### config.mk
export PLATFORM = sky130hd
export DESIGN_NAME = alu_cmd_sequencer
export DESIGN_NICKNAME = d
export VERILOG_FILES = /design/src/rtl/alu_ctrl_pkg.sv /design/src/rtl/alu_cmd_sequencer.sv
export SDC_FILE = /design/constraint.sdc
export NUM_CORES = 1
export LEC_CHECK = 0
export ABC_AREA = 1
export CORE_ASPECT_RATIO = 0.6
export CORE_MARGIN = 1.5
export CORE_UTILIZATION = 38
export CTS_CLUSTER_DIAMETER = 80
export DETAILED_ROUTE_END_ITERATION = 12
export GPL_TIMING_DRIVEN = 1
export PLACE_DENSITY = 0.75
export SLEW_MARGIN = 0
export SYNTH_ARGS = -nofsm -noshare
export SYNTH_HDL_FRONTEND = slang
export SYNTH_SLANG_ARGS = --single-unit
### constraint.sdc
create_clock -name clk -period 1.1 [get_ports clk]
set_input_delay 0.11 -clock clk [delete_from_list [all_inputs] [get_ports clk]]
set_output_delay 0.11 -clock clk [all_outputs]
set_load 0.01 [all_outputs]
### src/rtl/alu_ctrl_pkg.sv
`default_nettype none
// ============================================================================
// alu_ctrl_pkg : shared types for the ALU command sequencer
// Rev 1.0
// ============================================================================
package alu_ctrl_pkg;

  localparam int DATA_W = 4;

  typedef enum logic [2:0] {
    OP_ADD  = 3'b000,
    OP_SUB  = 3'b001,
    OP_MUL  = 3'b010,
    OP_AND  = 3'b011,
    OP_OR   = 3'b100,
    OP_XOR  = 3'b101,
    OP_NOT1 = 3'b110,
    OP_NOT2 = 3'b111
  } alu_op_e;

  typedef enum logic [1:0] {
    ST_IDLE  = 2'd0,
    ST_ISSUE = 2'd1,
    ST_RESP  = 2'd2
  } seq_state_e;

endpackage
`default_nettype wire

### src/rtl/alu_cmd_sequencer.sv
`default_nettype none
// ============================================================================
// alu_cmd_sequencer : issues one command at a time to an external ALU and
// returns the new accumulator value through a valid/ready response port.
// Rev 1.0
// ============================================================================
module alu_cmd_sequencer
  import alu_ctrl_pkg::*;
(
  input  logic              clk,
  input  logic              rst_n,
  input  logic              cmd_valid,
  output logic              cmd_ready,
  input  logic [2:0]        cmd_op,
  input  logic              cmd_use_acc,
  input  logic              cmd_clr,
  input  logic [DATA_W-1:0] cmd_a,
  input  logic [DATA_W-1:0] cmd_b,
  output logic [DATA_W-1:0] alu_in1,
  output logic [DATA_W-1:0] alu_in2,
  output logic [2:0]        alu_sel,
  output logic              alu_e1,
  output logic              alu_e2_bar,
  input  logic [DATA_W-1:0] alu_out,
  output logic              rsp_valid,
  input  logic              rsp_ready,
  output logic [DATA_W-1:0] rsp_data,
  output logic              rsp_zero,
  output logic [7:0]        op_count
);

  seq_state_e        r_state;
  seq_state_e        w_state_nxt;
  alu_op_e           r_op;
  logic [DATA_W-1:0] r_a;
  logic [DATA_W-1:0] r_b;
  logic [DATA_W-1:0] r_acc;
  logic [7:0]        r_count;

  logic w_accept;
  logic w_issue;
  logic w_done;

  assign w_accept = cmd_valid && (r_state == ST_IDLE);
  // Drive is also gated by rst_n so the ALU is never enabled while reset is held.
  assign w_issue  = (r_state == ST_ISSUE) && rst_n;
  assign w_done   = (r_state == ST_RESP) && rsp_ready;

  always_comb begin
    w_state_nxt = r_state;
    case (r_state)
      ST_IDLE:  if (cmd_valid) w_state_nxt = cmd_clr ? ST_RESP : ST_ISSUE;
      ST_ISSUE: w_state_nxt = ST_RESP;
      ST_RESP:  if (rsp_ready) w_state_nxt = ST_IDLE;
      default:  w_state_nxt = ST_IDLE;
    endcase
  end

  always_ff @(posedge clk) begin
    if (!rst_n) begin
      r_state <= ST_IDLE;
      r_op    <= OP_ADD;
      r_a     <= '0;
      r_b     <= '0;
      r_acc   <= '0;
      r_count <= '0;
    end else begin
      r_state <= w_state_nxt;
      if (w_accept) begin
        r_op <= alu_op_e'(cmd_op);
        r_a  <= cmd_use_acc ? r_acc : cmd_a;
        r_b  <= cmd_b;
        if (cmd_clr) r_acc <= '0;
      end
      if (r_state == ST_ISSUE) r_acc <= alu_out;
      if (w_done) r_count <= r_count + 8'd1;
    end
  end

  assign cmd_ready  = (r_state == ST_IDLE);
  assign alu_in1    = w_issue ? r_a : '0;
  assign alu_in2    = w_issue ? r_b : '0;
  assign alu_sel    = w_issue ? r_op : 3'b000;
  assign alu_e1     = !w_issue;
  assign alu_e2_bar = w_issue;
  assign rsp_valid  = (r_state == ST_RESP);
  assign rsp_data   = r_acc;
  assign rsp_zero   = (r_acc == '0);
  assign op_count   = r_count;

endmodule
`default_nettype wire

---- Word-level counts from Yosys, hierarchy flattened ----
Index checks and enable logic that the tools add are counted.
storage, ports and cells
  register bits ........................... 25
  output and inout bits ................... 28
  logic and storage cells ................. 32
cells by class
  $add $sub $neg .......................... 1
  equal/unequal tests ..................... 4
  multiplexer cells ....................... 11
  reductions and logical operators ........ 10
operator list
  kind                                                                      number
  4-bit 2-to-1 mux                                                          6
  8-bit by 1-bit adder with 8-bit output (second input constant)            1
  2-bit 2-to-1 mux                                                          3
  2-bit one-hot mux with 3 select lines                                     1
  4-bit logical NOT                                                         1
  2-bit AND reduction                                                       2
  2-bit nonzero test                                                        2
  1-bit logical AND                                                         3
  3-bit 2-to-1 mux                                                          1
  2-bit by 1-bit equality test with 1-bit output (second input constant)    1
  2-bit equality test (second input constant)                               1
  2-bit logical NOT                                                         1
  2-bit by 1-bit inequality test with 1-bit output (second input constant)  1
  2-bit inequality test (second input constant)                             1
  1-bit logical NOT                                                         1

---- Logic depth before layout (Yosys ltp) ----
  depth in word-level cells ............... 4
  mapped depth ............................ 6
  mapped depth without buffers ............ 6

---- Worst setup path before layout ----
Ideal clock, no wire load.
  path kind ............................... register -> register
  from .................................... reg r_count[0] (netlist: op_count[0])
  to ...................................... reg r_count[6] (netlist: op_count[6])
  library setup time ...................... 0.115 ns
  arrival time ............................ 1.021 ns
  path slack .............................. -0.036 ns
  stages on the path, launching flop included .. 7
  clock period less this slack ............ 1.136 ns
  cell sequence ........................... dfxtp_1 -> ha_1 -> nand3_1 -> nor2_2 -> nand3_1 -> nand2_1 -> nor2_1
between the ends
  cells in the longest elaborated chain, start to end .. 1
RTL lines
  item                                    line                     text
  from (decl)                             alu_cmd_sequencer.sv:38  logic [7:0] r_count;
  from (signal assigned)                  alu_cmd_sequencer.sv:76  if (w_done) r_count <= r_count + 8'd1;
  8-bit by 1-bit adder with 8-bit output  alu_cmd_sequencer.sv:76
No other way between the ends.
A chain may end at the register's enable or synchronous reset.

---- Worst setup path in the final report ----
  from .................................... reg r_state[0]
  to ...................................... out alu_in2[2]
between the ends
  cells in the longest elaborated chain, start to end .. 3
RTL lines
  item                                            line                     text
  from (decl)                                     alu_cmd_sequencer.sv:32  seq_state_e r_state;
  from (signal assigned)                          alu_cmd_sequencer.sv:68  r_state <= w_state_nxt;
  2-bit by 1-bit equality test with 1-bit output  alu_cmd_sequencer.sv:46  assign w_issue = (r_state == ST_ISSUE) && rst_n;
  1-bit logical AND                               alu_cmd_sequencer.sv:46
  4-bit 2-to-1 mux                                alu_cmd_sequencer.sv:82  assign alu_in2 = w_issue ? r_b : '0;
  to (decl)                                       alu_cmd_sequencer.sv:20  output logic [DATA_W-1:0] alu_in2,
No other way between the ends.

==> impl_metrics.toml <==
[logic_synthesis]
synth-async-reset-ratio_pct = 0
synthMuxAreaShare_pct = 0
ys_types = 24
avgSynthCellArea_sq_um = 7.41
yosysSeqAreaShare_pct = 42.2
synth-main-ff-cell = "dfxtp_1"
synth_compound_area_share_pct = 17.4
synth-adder-area-share_pct = 1.06
synthXorXnorAreaFrac_pct = 1.48
synth_top_family_by_area = "simple AND/OR/NAND/NOR gates"
yosysWarnings = 0
synthesis.nets = 182
synth_seq_cells = 25
synth_area_sq_um = 1180
synth_cells = 160
synth_edf_count = 0
synthSimpleGateAreaFrac_pct = 26.5

[floorplanning]
die_w_microns = 75.1
design.die.area_sq_um = 3470
rows = 15
coreArea_sq_um = 2910
initial_utilization_pct = 40.7
pin_count = 49
die_h_microns = 46.3

[power]
power_frac_clock_pct = 25.4
internal_power_mw = 1.52
p_leak_nw = 0.937
seqPwrFrac_pct = 45.1
combPwrFrac_pct = 29.5
switchingPower_mw = 0.665
p_total_mw = 2.18
irDropWorstVdd_mv = 0.799
swShare_pct = 30.5
power_density_nw_per_um2 = 1030

[flow_run]
maxCapViolCount = 0

[detailed_routing]
vias = 1340
wire_per_inst_microns = 14.7
drtPass1Iterations = 4
ant_nets = 0
drt_iter0_drc = 65
drcViolationCount = 0
totalWireLength_microns = 4070
vias_per_cell = 4.84

[sta]
drv_slew = 0
relSlewSlack_pct = 47.3
skew_ns = 0.00235
finalSetupViolations = 33
post-route-min-period_ns = 1.33
finalCritPeriodShare_pct = 121
fmax_mhz = 751
finalHoldViolCount = 0
worst_pin_slew_ns = 0.790
fin_ws_ns = -0.232
rsz0062_at_grt = "true"

[cts]
cts-root-buf = "clkbuf_8"
clockBufferDepth = 2
cts_buffers = 3
insertion_delay_ns = 0.27
hold_buffers = 0
htreeDepth = 1
path_clk_slew_ns = 0.09
cts.sinks = 25
cts_tree = "yes"

[worst_hold_path]
hold_path_class = "input pin to register"

[global_routing]
antenna_found_initial = 0
grt_usage_pct = 23.5
grt_max_degree = 21
overflow = 0
grt_pass1_vias = 1286
grt_pass1_wl_microns = 5940

[status]
violations = "negative setup slack"
outcome = "finished, violations left"

[setup_path]
crit_type = "register to output port"
crit_fanout = 8
crit_path_end_kind = "output port"
start_kind = "register"
worstPathRequired_ns = 0.99
arrival_ns = 1.22

[finish]
finalInstanceArea_sq_um = 2120
layout_commonest_cell = "nand2_1"
diodes = 0
area_growth_pct = 79.1
most-common-layout-cells = "26 x nand2_1, 20 x inv_1, 19 x clkdlybuf4s50_1"
drive_gt1_share_pct = 46.4
fin_util_pct = 72.9
final_nets = 258

[placed_design]
dpl_worst_slack_ns = -0.487
place_congestion = 0.780
dpl_cell_area_sq_um = 1830
place_hpwl_microns = 2530
io_buffer_count = 48
## cell type report
cell class / count / area [sq um]
Fill cell: 230 / 787
Tap cell: 42 / 52.6
Multi-Input combinational cell: 109 / 783
Inverter: 24 / 90.1
Clock inverter: 1 / 5.00
Clock buffer: 3 / 41.3
Timing Repair Buffer: 73 / 637
Sequential cell: 25 / 513
## power groups by stage
stage	Clock [mW]	Combinational, mW	Sequential [mW]
after global placement	0	0.428	0.997
final	0.554	0.644	0.983
after CTS	0.555	0.552	0.981
after global routing	0.600	0.685	0.988
after floorplan	0	0.210	1.01
after detailed placement	0	0.445	0.998
## flip-flops by register name, summed over array words and instances, names as in the netlist
register  count
r_op          3
rsp_data      4
op_count      8
r_b           4
r_a           4
r_state       2
## metrics by stage
stage | cells | hold WS (ns) | setup TNS (ns)
after floorplan | 160 | 0.221 | -0.00533
after global placement | 266 | 0.437 | -8.46
after detailed placement | 266 | 0.442 | -9.97
after CTS | 276 | 0.400 | -3.19
after global routing | 277 | 0.418 | -6.00
final | 277 | 0.400 | -4.09
## worst paths after layout
| kind | from | endpoint | slack (ns) | cells after the start |
|---|---|---|---|---|
| setup / recovery | r_state[0] | alu_in2[2] | -0.23 | 6 |
| hold / removal | alu_out[2] | rsp_data[2] | 0.40 | 3 |
| setup reg to reg | r_state[1] | rsp_data[3] | -0.13 | 7 |
| hold reg to reg | r_op[0] | r_op[0] | 0.46 | 2 |
## cell usage after synthesis, drive strengths merged, types with 2 or more instances
cell   number  area [sq um]
xor2        2          17.5
a21oi      18          97.6
dfxtp      25           500
nor2       27           114
o21ai      15           109
nand3       9          57.6
inv        23          86.3
nand2      32           130
buf         5          43.8
## timing repair
item / CTS / global route
cloned: 3 / 0
endpoints found under the hold margin: 0 / 0
resized for setup: 117 / 41
pin swaps: 6 / 13
setup endpoints to repair: 45 / 46
setup buffers: 4 / 1
## logic make-up (layout without fill, tap and decap cells)
family / after synthesis / after routing
AOI/OAI and AO/OA: 33 / 33
xor gates and xnor gates: 2 / 2
adders and majority gates: 1 / 1
buffers and inverters: 29 / 101
DFF: 25 / 25
and+or+nand+nor: 70 / 73
## per-layer routing
metal  up-vias  part of all wire (%)  wire length (microns)  global-route usage (%)
li1        659                     -                      -                       -
met1       637                    44                   1800                    29.7
met2        38                    50                   2050                    39.6
met3         6                   3.9                    157                    5.25
met4         0                   1.4                     58                    8.73
met5         -                     0                      0                       0
## worst max-delay path: stages (launching register included)
cell and delay (ns):
dfxtp_2 0.34, inv_2 0.05, nor2_4 0.10, nand2_2 0.08, buf_6 0.15, nor2_2 0.09, buf_2 0.14
Power figures use the tool's default switching activity.
